### src/rtl/muldiv_unit.sv
// Iterative MULT/MULTU/DIV/DIVU unit holding the architectural HI/LO pair.
// Shift-add multiply and restoring divide share one 2*WIDTH working register.
module muldiv_unit #(
  parameter int WIDTH = 32
) (
  input  logic             Clk,
  input  logic             Reset,
  input  logic             start,
  input  logic [1:0]       op,
  input  logic [WIDTH-1:0] opA,
  input  logic [WIDTH-1:0] opB,
  input  logic             hi_we,
  input  logic             lo_we,
  input  logic [WIDTH-1:0] inBack,
  output logic [WIDTH-1:0] hi,
  output logic [WIDTH-1:0] lo,
  output logic             busy,
  output logic             done,
  output logic             div_by_zero
);

  localparam int CW = $clog2(WIDTH);
  localparam logic [CW-1:0] LAST = CW'(WIDTH - 1);

  typedef enum logic [1:0] {
    S_IDLE,
    S_RUN,
    S_DONE
  } state_t;

  state_t             r_state;
  logic [CW-1:0]      r_cnt;
  logic               r_div;
  logic               r_sa;
  logic               r_sb;
  logic [WIDTH-1:0]   r_m;
  logic [2*WIDTH-1:0] r_p;

  logic               w_sgn;
  logic [WIDTH-1:0]   w_abs_a;
  logic [WIDTH-1:0]   w_abs_b;
  logic [WIDTH:0]     w_sum;
  logic [WIDTH:0]     w_trial;
  logic [WIDTH:0]     w_diff;
  logic               w_ge;
  logic [2*WIDTH-1:0] w_mul_nx;
  logic [2*WIDTH-1:0] w_div_nx;
  logic [2*WIDTH-1:0] w_prod;
  logic [WIDTH-1:0]   w_q;
  logic [WIDTH-1:0]   w_r;

  assign w_sgn   = ~op[0];
  assign w_abs_a = (w_sgn && opA[WIDTH-1]) ? -opA : opA;
  assign w_abs_b = (w_sgn && opB[WIDTH-1]) ? -opB : opB;

  // Multiply: add multiplicand into the upper half on LSB, then shift right.
  assign w_sum    = {1'b0, r_p[2*WIDTH-1:WIDTH]}
                  + (r_p[0] ? {1'b0, r_m} : '0);
  assign w_mul_nx = {w_sum, r_p[WIDTH-1:1]};

  // Divide: upper half is the partial remainder, lower half shifts the
  // dividend out and the quotient in.
  assign w_trial  = {r_p[2*WIDTH-1:WIDTH], r_p[WIDTH-1]};
  assign w_diff   = w_trial - {1'b0, r_m};
  assign w_ge     = ~w_diff[WIDTH];
  assign w_div_nx = {w_ge ? w_diff[WIDTH-1:0] : w_trial[WIDTH-1:0],
                     r_p[WIDTH-2:0], w_ge};

  assign w_prod = (r_sa ^ r_sb) ? -w_mul_nx : w_mul_nx;
  assign w_q    = (r_sa ^ r_sb) ? -w_div_nx[WIDTH-1:0]
                                : w_div_nx[WIDTH-1:0];
  assign w_r    = r_sa ? -w_div_nx[2*WIDTH-1:WIDTH]
                       : w_div_nx[2*WIDTH-1:WIDTH];

  always_ff @(posedge Clk) begin
    if (Reset) begin
      r_state     <= S_IDLE;
      r_cnt       <= '0;
      r_div       <= 1'b0;
      r_sa        <= 1'b0;
      r_sb        <= 1'b0;
      r_m         <= '0;
      r_p         <= '0;
      hi          <= '0;
      lo          <= '0;
      busy        <= 1'b0;
      done        <= 1'b0;
      div_by_zero <= 1'b0;
    end else begin
      unique case (r_state)
        S_IDLE: begin
          if (hi_we) hi <= inBack;
          if (lo_we) lo <= inBack;
          if (start) begin
            r_div <= op[1];
            r_sa  <= w_sgn & opA[WIDTH-1];
            r_sb  <= w_sgn & opB[WIDTH-1];
            r_cnt <= '0;
            if (op[1]) begin
              r_m <= w_abs_b;
              r_p <= {{WIDTH{1'b0}}, w_abs_a};
            end else begin
              r_m <= w_abs_a;
              r_p <= {{WIDTH{1'b0}}, w_abs_b};
            end
            if (op[1] && opB == '0) begin
              r_state     <= S_DONE;
              done        <= 1'b1;
              div_by_zero <= 1'b1;
            end else begin
              r_state <= S_RUN;
              busy    <= 1'b1;
            end
          end
        end
        S_RUN: begin
          r_p   <= r_div ? w_div_nx : w_mul_nx;
          r_cnt <= r_cnt + 1'b1;
          if (r_cnt == LAST) begin
            r_state <= S_DONE;
            busy    <= 1'b0;
            done    <= 1'b1;
            if (r_div) begin
              hi <= w_r;
              lo <= w_q;
            end else begin
              hi <= w_prod[2*WIDTH-1:WIDTH];
              lo <= w_prod[WIDTH-1:0];
            end
          end
        end
        S_DONE: begin
          if (hi_we) hi <= inBack;
          if (lo_we) lo <= inBack;
          r_state     <= S_IDLE;
          done        <= 1'b0;
          div_by_zero <= 1'b0;
        end
        default: r_state <= S_IDLE;
      endcase
    end
  end

endmodule

### config.mk
export PLATFORM = sky130hd
export DESIGN_NAME = muldiv_unit
export DESIGN_NICKNAME = d
export VERILOG_FILES = /design/src/rtl/muldiv_unit.sv
export SDC_FILE = /design/constraint.sdc
export NUM_CORES = 1
export LEC_CHECK = 0
export BUFFER_PORTS_ARGS = -buffer_cell sky130_fd_sc_hd__buf_4
export CORE_ASPECT_RATIO = 1.4
export CORE_MARGIN = 1
export CORE_UTILIZATION = 30
export CTS_CLUSTER_DIAMETER = 40
export DETAILED_ROUTE_END_ITERATION = 10
export GPL_ROUTABILITY_DRIVEN = 1
export REMOVE_ABC_BUFFERS = 1
export SLEW_MARGIN = 20
export SYNTH_ARGS = -nofsm -noshare
export SYNTH_HDL_FRONTEND = slang
export SYNTH_SLANG_ARGS = --single-unit
export TNS_END_PERCENT = 20
### constraint.sdc
create_clock -name Clk -period 5.3 [get_ports Clk]
set_input_delay 0.265 -clock Clk [delete_from_list [all_inputs] [get_ports Clk]]
set_output_delay 0.265 -clock Clk [all_outputs]
set_load 0.05 [all_outputs]
## Yosys cells after proc, flatten, opt, wreduce, memory -nomap -nowiden

Cells that the tools add are included.

| word-level totals | value |
|---|---|
| memory bits (read-only) | 0 |
| memory bits (writable) | 0 |
| word-level logic and storage cells | 87 |
| latch bits | 0 |
| input port bits | 103 |
| bits in registers | 173 |
| memories | 0 |

| operators by class | value |
|---|---|
| add/subtract/negate cells | 8 |
| div/mod/pow operators | 0 |
| reduce and logical (&&, ||, !) cells | 18 |
| $lt $le $gt $ge | 0 |
| muxes and demuxes | 35 |
| bitwise gates (word level) | 5 |
| multiply operators | 0 |
| shift operators | 0 |
| equality and inequality tests | 9 |

Operators with widths:

| operator | count |
|---|---|
| $mux 32 | 14 |
| $mux 64 | 3 |
| $neg 32->32 | 4 |
| $pmux 32 s2 | 2 |
| $pmux 64 s2 | 1 |
| $neg 64->64 | 1 |
| $add 32x32->33 | 1 |
| $sub 33x32->33 | 1 |
| $logic_not 32->1 | 1 |
| $pmux 5 s2 | 1 |
| $reduce_and 3->1 | 3 |
| $ne 2x2->1 const B | 4 |
| $reduce_and 4->1 | 2 |
| $mux 1 | 6 |
| $mux 2 | 3 |
| $reduce_and 2->1 | 3 |
| $reduce_bool 2->1 | 3 |
| $add 5x1->5 const B | 1 |
| $eq 5x5->1 const B | 1 |
| $mux 5 | 1 |
| $ne 2x1->1 const B | 2 |
| $pmux 1 s2 | 2 |
| $pmux 2 s2 | 1 |
| $logic_and 1x1->1 | 3 |
| 9 further kinds | 11 |

## Depth between registers and ports, before layout

Gate-level depths: netlist of the first run.

| logic depth | value |
|---|---|
| depth in word-level cells | 7 |
| depth in mapped cells | 25 |
| mapped depth without buffers | 22 |

## Worst setup path before layout of the first run

Ideal clock, no wire load.

| timing | value |
|---|---|
| path type | flip-flop to flip-flop |
| start point | register r_p[31] |
| end point | register hi[24] |
| arrival | 5.019 ns |
| cell stages (with the launch flop) | 25 |
| slack | 0.147 ns |
| data required time | 5.166 ns |
| buffers on the path | 3 |
| library setup time | 0.134 ns |
| cell sequence | dfxtp_1 > inv_1 > ha_1 > inv_1 > fa_1 > a211oi_1 > o211ai_1 > nand4b_1 > a21oi_1 > nor3_1 > nor2_1 > inv_1 > clkbuf_1 > buf_2 > buf_2 > nor2_1 > a21oi_1 > ha_1 > and4b_1 > a41o_1 > nand4_1 > o21ai_0 > xor2_1 > a221oi_1 > a211oi_1 |

| on the way | value |
|---|---|
| word-level cells in the longest chain between the ends | 7 |

Ends and longest elaborated chain:

| what | line | RTL |
|---|---|---|
| start: declaration | 37 | `logic [2*WIDTH-1:0] r_p;` |
| start signal: assignment | 101 | `r_p <= {{WIDTH{1'b0}}, w_abs_a};` |
| start signal: assignment | 104 | `r_p <= {{WIDTH{1'b0}}, w_abs_b};` |
| start signal: assignment | 117 | `r_p <= r_div ? w_div_nx : w_mul_nx;` |
| $sub 33x32->33 | 64 | `assign w_diff = w_trial - {1'b0, r_m};` |
| $mux 32 | 66 | `assign w_div_nx = {w_ge ? w_diff[WIDTH-1:0] : w_trial[WIDTH-1:0],` |
| $neg 32->32 | 72 | `assign w_r = r_sa ? -w_div_nx[2*WIDTH-1:WIDTH]` |
| $mux 32 | 72 |  |
| $mux 32 * | 123 | `if (r_div) begin` |
| $mux 32 * | 119 | `if (r_cnt == LAST) begin` |
| $pmux 32 s2 * | 90 | `unique case (r_state)` |
| end signal: assignment | 92 | `if (hi_we) hi <= inBack;` |
| end signal: assignment | 124 | `hi <= w_r;` |
| end signal: assignment | 127 | `hi <= w_prod[2*WIDTH-1:WIDTH];` |
| end: declaration | 15 | `output logic [WIDTH-1:0] hi,` |

Mark *: on every way between the ends. The rest lies on a longest branch, timed or not. The select of a mux whose other input is x is not followed.
A chain may end at the register's enable or synchronous reset.

## Worst setup path in the final report of the first run

| timing | value |
|---|---|
| start point | register r_p[0] |
| end point | register hi[25] |

| on the way | value |
|---|---|
| word-level cells in the longest chain between the ends | 7 |

Ends and longest elaborated chain:

| what | line | RTL |
|---|---|---|
| $mux 32 * | 58 | `+ (r_p[0] ? {1'b0, r_m} : '0);` |
| $add 32x32->33 * | 58 |  |
| $neg 64->64 | 69 | `assign w_prod = (r_sa ^ r_sb) ? -w_mul_nx : w_mul_nx;` |
| $mux 64 * | 69 |  |
| $mux 32 * | 123 |  |
| $mux 32 * | 119 |  |
| $pmux 32 s2 * | 90 |  |

Marks and branches as above.

==> results of run 1 <==
[cells by family (layout without fill, tap and decap cells)]
family / after synthesis / in the layout / share of synthesized area (%)
and+or+nand+nor: 893 / 893 / 23.5
xor gates and xnor gates: 215 / 215 / 11.0
DFF: 173 / 173 / 20.2
buffers and inverters: 248 / 353 / 5.46
adders and majority gates: 77 / 77 / 5.71
muxes: 96 / 96 / 5.87
AOI/OAI and AO/OA: 757 / 757 / 28.2
[worst register-to-register path, delay by kind of cell, from the launching register on]
| kind | cells | cell delay (ns) |
|---|---|---|
| AO/OA/AOI/OAI | 6 | 1.20 |
| flip-flops | 1 | 0.38 |
| AND/OR/NAND/NOR | 6 | 2.46 |
| XOR/XNOR | 1 | 0.17 |
| adder cells (fa/ha/maj) | 1 | 0.31 |
| buffers and inverters | 2 | 0.41 |
[registers in the layout (all words and copies together), names as in the netlist, 2 cells and up]
name     count
lo          32
r_m         32
r_cnt        5
hi          32
r_p         64
r_state      2
[worst min path at each step]
stage / cells past startpoint / start / to / slack (ns)
6_report: 3 / inBack[6] / lo[6] / 0.09
5_1_grt: 3 / inBack[6] / lo[6] / 0.08
4_1_cts: 3 / inBack[6] / lo[6] / 0.07
3_5_place_dp: 2 / r_m[14] / r_m[14] / 0.45
3_3_place_gp: 2 / r_m[15] / r_m[15] / 0.44
2_1_floorplan: 1 / Reset / div_by_zero / 0.33
[power by group through the flow]
stage                     Clock (mW)  Sequential [mW]  Combinational [mW]
after floorplan                    0             2.22                2.13
after global placement             0             1.85                3.95
after detailed placement           0             1.85                3.96
after CTS                       1.31             1.82                3.98
after global routing            1.36             1.85                4.31
final                           1.30             1.83                4.02
[routing by layer]
layer / vias up / routed length (um) / global-route usage (%)
met4: 2 / 5690 / 17.6
met5: - / 12 / 0
met3: 210 / 3270 / 2.79
met2: 712 / 35400 / 42.5
met1: 8732 / 27100 / 26.8
li1: 9069 / - / -
[what timing repair did]
| item | CTS | global route |
|---|---|---|
| endpoints found under the hold margin | 0 | 0 |
| resized for setup | 0 | 6 |
| setup buffers | 0 | 3 |
| endpoints found under the setup margin | 0 | 6 |
[area by class of cell]
class,instances,share of cell area [%]
clock buffer,17,2.13
clock inverter,15,0.859
inverter,73,1.39
multi-input combinational,2038,64.3
sequential,173,17.4
tap,735,4.61
timing repair buffer,248,9.35
[layout by cell type, fill, tap and decap left out, drive strengths merged, types with 60 or more instances in the layout]
master	count
xnor2	121
dfxtp	173
a21oi	229
o21ai	153
nor3	104
nand2	212
nor2	380
xor2	94
mux2i	60
buf	248
inv	79
ha	75
a211oi	133
==> results.json, run 1 <==
{
  "regToRegSetupSlack_ns": 0.26,
  "die_y_um": 285,
  "finish.instance_area_sq_um": 20000,
  "cp_max_fo": 10,
  "min_period_ns": 5.04,
  "grt.total_usage_pct": 24.2,
  "synth.most_common_cell": "nor2_1",
  "syn_area_sq_um": 17100,
  "pin_count": 170,
  "rsz0062_at_grt": "no",
  "ctsHoldBuffers": 0,
  "grt_pass1_vias": 17600,
  "numCtsBuffers": 17,
  "grt-ovfl-total": 0,
  "slowest_delay_ns": 0.60,
  "fin_ws_ns": 0.264,
  "cpMaxStageDelayCell": "or4_4",
  "fmax_ghz": 0.199,
  "diodes": 0,
  "start_kind": "flip-flop",
  "synth_area_leaders": "dfxtp_1 (20%), nor2_1 (8.3%), a21oi_1 (6.7%), xnor2_1 (6.2%), a211oi_1 (5.8%)",
  "via_per_inst": 5.68,
  "crit_chain": "clkinvlp_4 > buf_4 > nor2_1 > ha_1 > and3b_1 > a31oi_1 > o221ai_1 > a311o_1 > or4_4 > or4b_4 > or4b_4 > o41ai_2 > xnor2_1 > a221oi_2 > or3_1 > o41ai_1",
  "first_pass_iters": 5,
  "crit_arrival_ns": 5.39,
  "power_leakage_nw": 7.88,
  "dp_cells": 3264,
  "ys_ff_latch": 173,
  "wirelength_um": 71400,
  "crit_top_cell": "or4b_4",
  "dp_slack_ns": 0.250,
  "clockBufferDepth": 2,
  "drc_errors": 0,
  "clk_pin_slew_ns": 0.08,
  "fin_tns_setup_ns": 0,
  "hold_violations": 0,
  "p_switching_mw": 3.67,
  "drtIter0Drc": 1475,
  "nFillCells": 6245,
  "swShare_pct": 51.3,
  "synth-seq-area-share_pct": 20.2,
  "critical_path_class": "flip-flop to flip-flop",
  "status": "finished clean",
  "clock_latency_ns": 0.48,
  "reg2reg_from": "r_p[0]",
  "relSlewSlack_pct": 29.4,
  "finClkSkew_ns": 0.0211,
  "seq_area_sq_um": 3470,
  "core_area_sq_um": 56400,
  "seq_power_share_pct": 25.6,
  "postPlaceCellArea_sq_um": 19300,
  "clock-sinks": 173,
  "final_util_pct": 35.3,
  "synth_edf_count": 0,
  "r2r-end": "hi[25]",
  "rows": 103,
  "crit_buf_inv": 2,
  "fin_nets": 2731,
  "worst_ep_required_time_ns": 5.65,
  "syn_area_per_cell_sq_um": 6.97,
  "grt_max_degree": 76,
  "cpLargestDelayFamily": "simple AND/OR/NAND/NOR gates",
  "antenna_left": 0,
  "hold_class": "primary input to flip-flop",
  "pwr-share-comb_pct": 56.3,
  "worst_hold_slack_ns": 0.0864,
  "setup_viol": 0,
  "vias": 18700,
  "antenna_found_initial": 1,
  "min_period_over_period_pct": 95.0,
  "portBuffers": 169,
  "cts-htree-levels": 4,
  "cts_tree": "yes",
  "synth_top_area_share_pct": 20.2,
  "stdcell_count": 3299,
  "routabilityCongestion": 0.988,
  "synthToLayoutAreaGrowth_pct": 16.4,
  "crit_path_end": "hi[25]",
  "synth_cell_type_count": 74,
  "worst_pin_slew_ns": 1.05,
  "yosysTopAreaCell": "dfxtp_1",
  "grt_pass1_wl_um": 106000,
  "worstRegToRegCells": 16,
  "cap_violations": 0,
  "post-dp-hpwl_um": 56900,
  "vdd_drop_max_uv": 256,
  "crit_cells": 16,
  "p_int_mw": 3.48,
  "die_x_um": 204,
  "synth_commonest_cells": "nor2_1 (380), a21oi_1 (229), nand2_1 (212)",
  "synth_ff_type": "dfxtp_1",
  "slew_viol_final": 0,
  "power_mw": 7.15,
  "drive_gt1_share_pct": 13.9,
  "dieArea_sq_um": 58100,
  "initial_utilization_pct": 30.4,
  "startpoint": "r_p[0]",
  "yosysWarnings": 0,
  "pwr-share-clk_pct": 18.2,
  "root_buffer": "clkbuf_16",
  "async_reset_ff_share_pct": 0,
  "power.density_nw_per_um2": 358,
  "syn-instance-count": 2459,
  "end_kind": "flip-flop",
  "wl_per_cell_um": 21.6,
  "multi_input_area_sq_um": 12800
}
Note: power is estimated with default switching activity, not from simulation.
==> run 2, diff against run 1 <==
--- a/config.mk
+++ b/config.mk
@@ -8,10 +8,11 @@
 export BUFFER_PORTS_ARGS = -buffer_cell sky130_fd_sc_hd__buf_4
 export CORE_ASPECT_RATIO = 1.4
 export CORE_MARGIN = 1
-export CORE_UTILIZATION = 30
+export CORE_UTILIZATION = 56
 export CTS_CLUSTER_DIAMETER = 40
 export DETAILED_ROUTE_END_ITERATION = 10
 export GPL_ROUTABILITY_DRIVEN = 1
+export PLACE_DENSITY = 0.79
 export REMOVE_ABC_BUFFERS = 1
 export SLEW_MARGIN = 20
 export SYNTH_ARGS = -nofsm -noshare
==> results.json, run 2 (synthesis gave the netlist of run 1 again) <==
{
  "core_area_sq_um": 30000,
  "power_leakage_nw": 7.90,
  "pin_count": 170,
  "rows": 75,
  "clock-sinks": 173,
  "synthToLayoutAreaGrowth_pct": 14.1,
  "drtIter0Drc": 2097,
  "die_y_um": 209,
  "root_buffer": "clkbuf_16",
  "drive_gt1_share_pct": 14.1,
  "finish.instance_area_sq_um": 19500,
  "grt_max_degree": 128,
  "dp_cells": 2919,
  "clock_latency_ns": 0.47,
  "finClkSkew_ns": 0.0211,
  "relSlewSlack_pct": 18.2,
  "drc_errors": 0,
  "clockBufferDepth": 2,
  "worst_pin_slew_ns": 1.22,
  "power.density_nw_per_um2": 373,
  "status": "finished clean",
  "stdcell_count": 2954,
  "portBuffers": 169,
  "largest_reg_flops": 64,
  "via_per_inst": 6.63,
  "first_pass_iters": 6,
  "hold_violations": 0,
  "worstRegToRegCells": 17,
  "fin_nets": 2736,
  "post-dp-hpwl_um": 54200,
  "clk_pin_slew_ns": 0.08,
  "grt.total_usage_pct": 45.2,
  "power_mw": 7.29,
  "routabilityCongestion": 1.03,
  "grt_pass1_vias": 18600,
  "antenna_left": 0,
  "postPlaceCellArea_sq_um": 18900,
  "critical_path_class": "flip-flop to flip-flop",
  "wl_per_cell_um": 23.9,
  "vias": 19600,
  "slew_viol_final": 0,
  "grt-ovfl-total": 0,
  "min_period_over_period_pct": 96.2,
  "hold_class": "primary input to flip-flop",
  "fmax_ghz": 0.196,
  "rsz0062_at_grt": "no",
  "worst_ep_required_time_ns": 5.66,
  "cp_max_fo": 7,
  "crit_arrival_ns": 5.46,
  "cts_tree": "yes",
  "initial_utilization_pct": 57.1,
  "antenna_found_initial": 2,
  "ctsHoldBuffers": 0,
  "end_kind": "flip-flop",
  "vdd_drop_max_uv": 329,
  "top_register": "r_p",
  "min_period_ns": 5.10,
  "setup_viol": 0,
  "grt_pass1_wl_um": 106000,
  "cts-htree-levels": 4,
  "layout_common_cells": "nor2_1 (378), buf_4 (252), a21oi_1 (228), nand2_1 (211), dfxtp_1 (171)",
  "dieArea_sq_um": 31300,
  "start_kind": "flip-flop",
  "whs_path_depth": 3,
  "final_common_cell": "nor2_1",
  "die_x_um": 150,
  "cap_violations": 0,
  "fin_tns_setup_ns": 0,
  "wirelength_um": 70700,
  "diodes": 0,
  "final_util_pct": 65.1,
  "numCtsBuffers": 17
}
## run 2: per-layer routing
metal | vias up | track usage, % | wire length [um]
met3 | 323 | 9.24 | 5930
met5 | - | 0 | 29
li1 | 9059 | - | -
met4 | 4 | 42.3 | 7570
met2 | 1121 | 74.3 | 33100
met1 | 9079 | 47.7 | 24100
## run 2: report_power, final
part           total (mW)  switching (mW)  internal [mW]
sequential           1.80           0.272           1.53
clock                1.32           0.631          0.685
combinational        4.17            2.80           1.37
total                7.29            3.70           3.59
## run 2: area by class of cell
class,count,area (sq um)
clock buffer,20,447
clock inverter,12,154
fill,2668,10500
inverter,73,278
multi-input combinational,2038,12800
sequential,173,3470
tap,385,482
timing repair buffer,253,1900
## run 2: worst max-delay path, stage by stage, from the launching register on
cell        delay, ns
dfxtp_2          0.39
clkinvlp_4       0.10
buf_4            0.17
buf_4            0.14
nor2_1           0.08
ha_1             0.31
a21o_1           0.22
a21oi_1          0.20
a211oi_1         0.11
a311o_1          0.36
or4_4            0.63
or4b_4           0.57
or4b_4           0.61
o41ai_2          0.39
xnor2_1          0.18
a221oi_2         0.08
or3_1            0.38
o41ai_1          0.07
## run 2: worst paths after layout
| path | start | to | slack, ns |
|---|---|---|---|
| worst max-delay path | r_p[0] | hi[25] | 0.20 |
| worst min-delay path | inBack[10] | lo[10] | 0.10 |
| worst max register to register | r_p[0] | hi[25] | 0.20 |
| worst min register to register | r_m[5] | r_m[5] | 0.45 |
## run 2: metrics by stage
stage	hold WS, ns	worst slack, ns
CTS	0.100	0.160
floorplan	0.334	-1.92
global placement	0.439	0.243
detailed placement	0.445	0.182
finish	0.100	0.201
global route	0.125	0.0173
## run 2: what timing repair did
item | in CTS | in global routing
setup buffers | 0 | 3
setup endpoints to repair | 0 | 9
gates resized for setup | 0 | 6
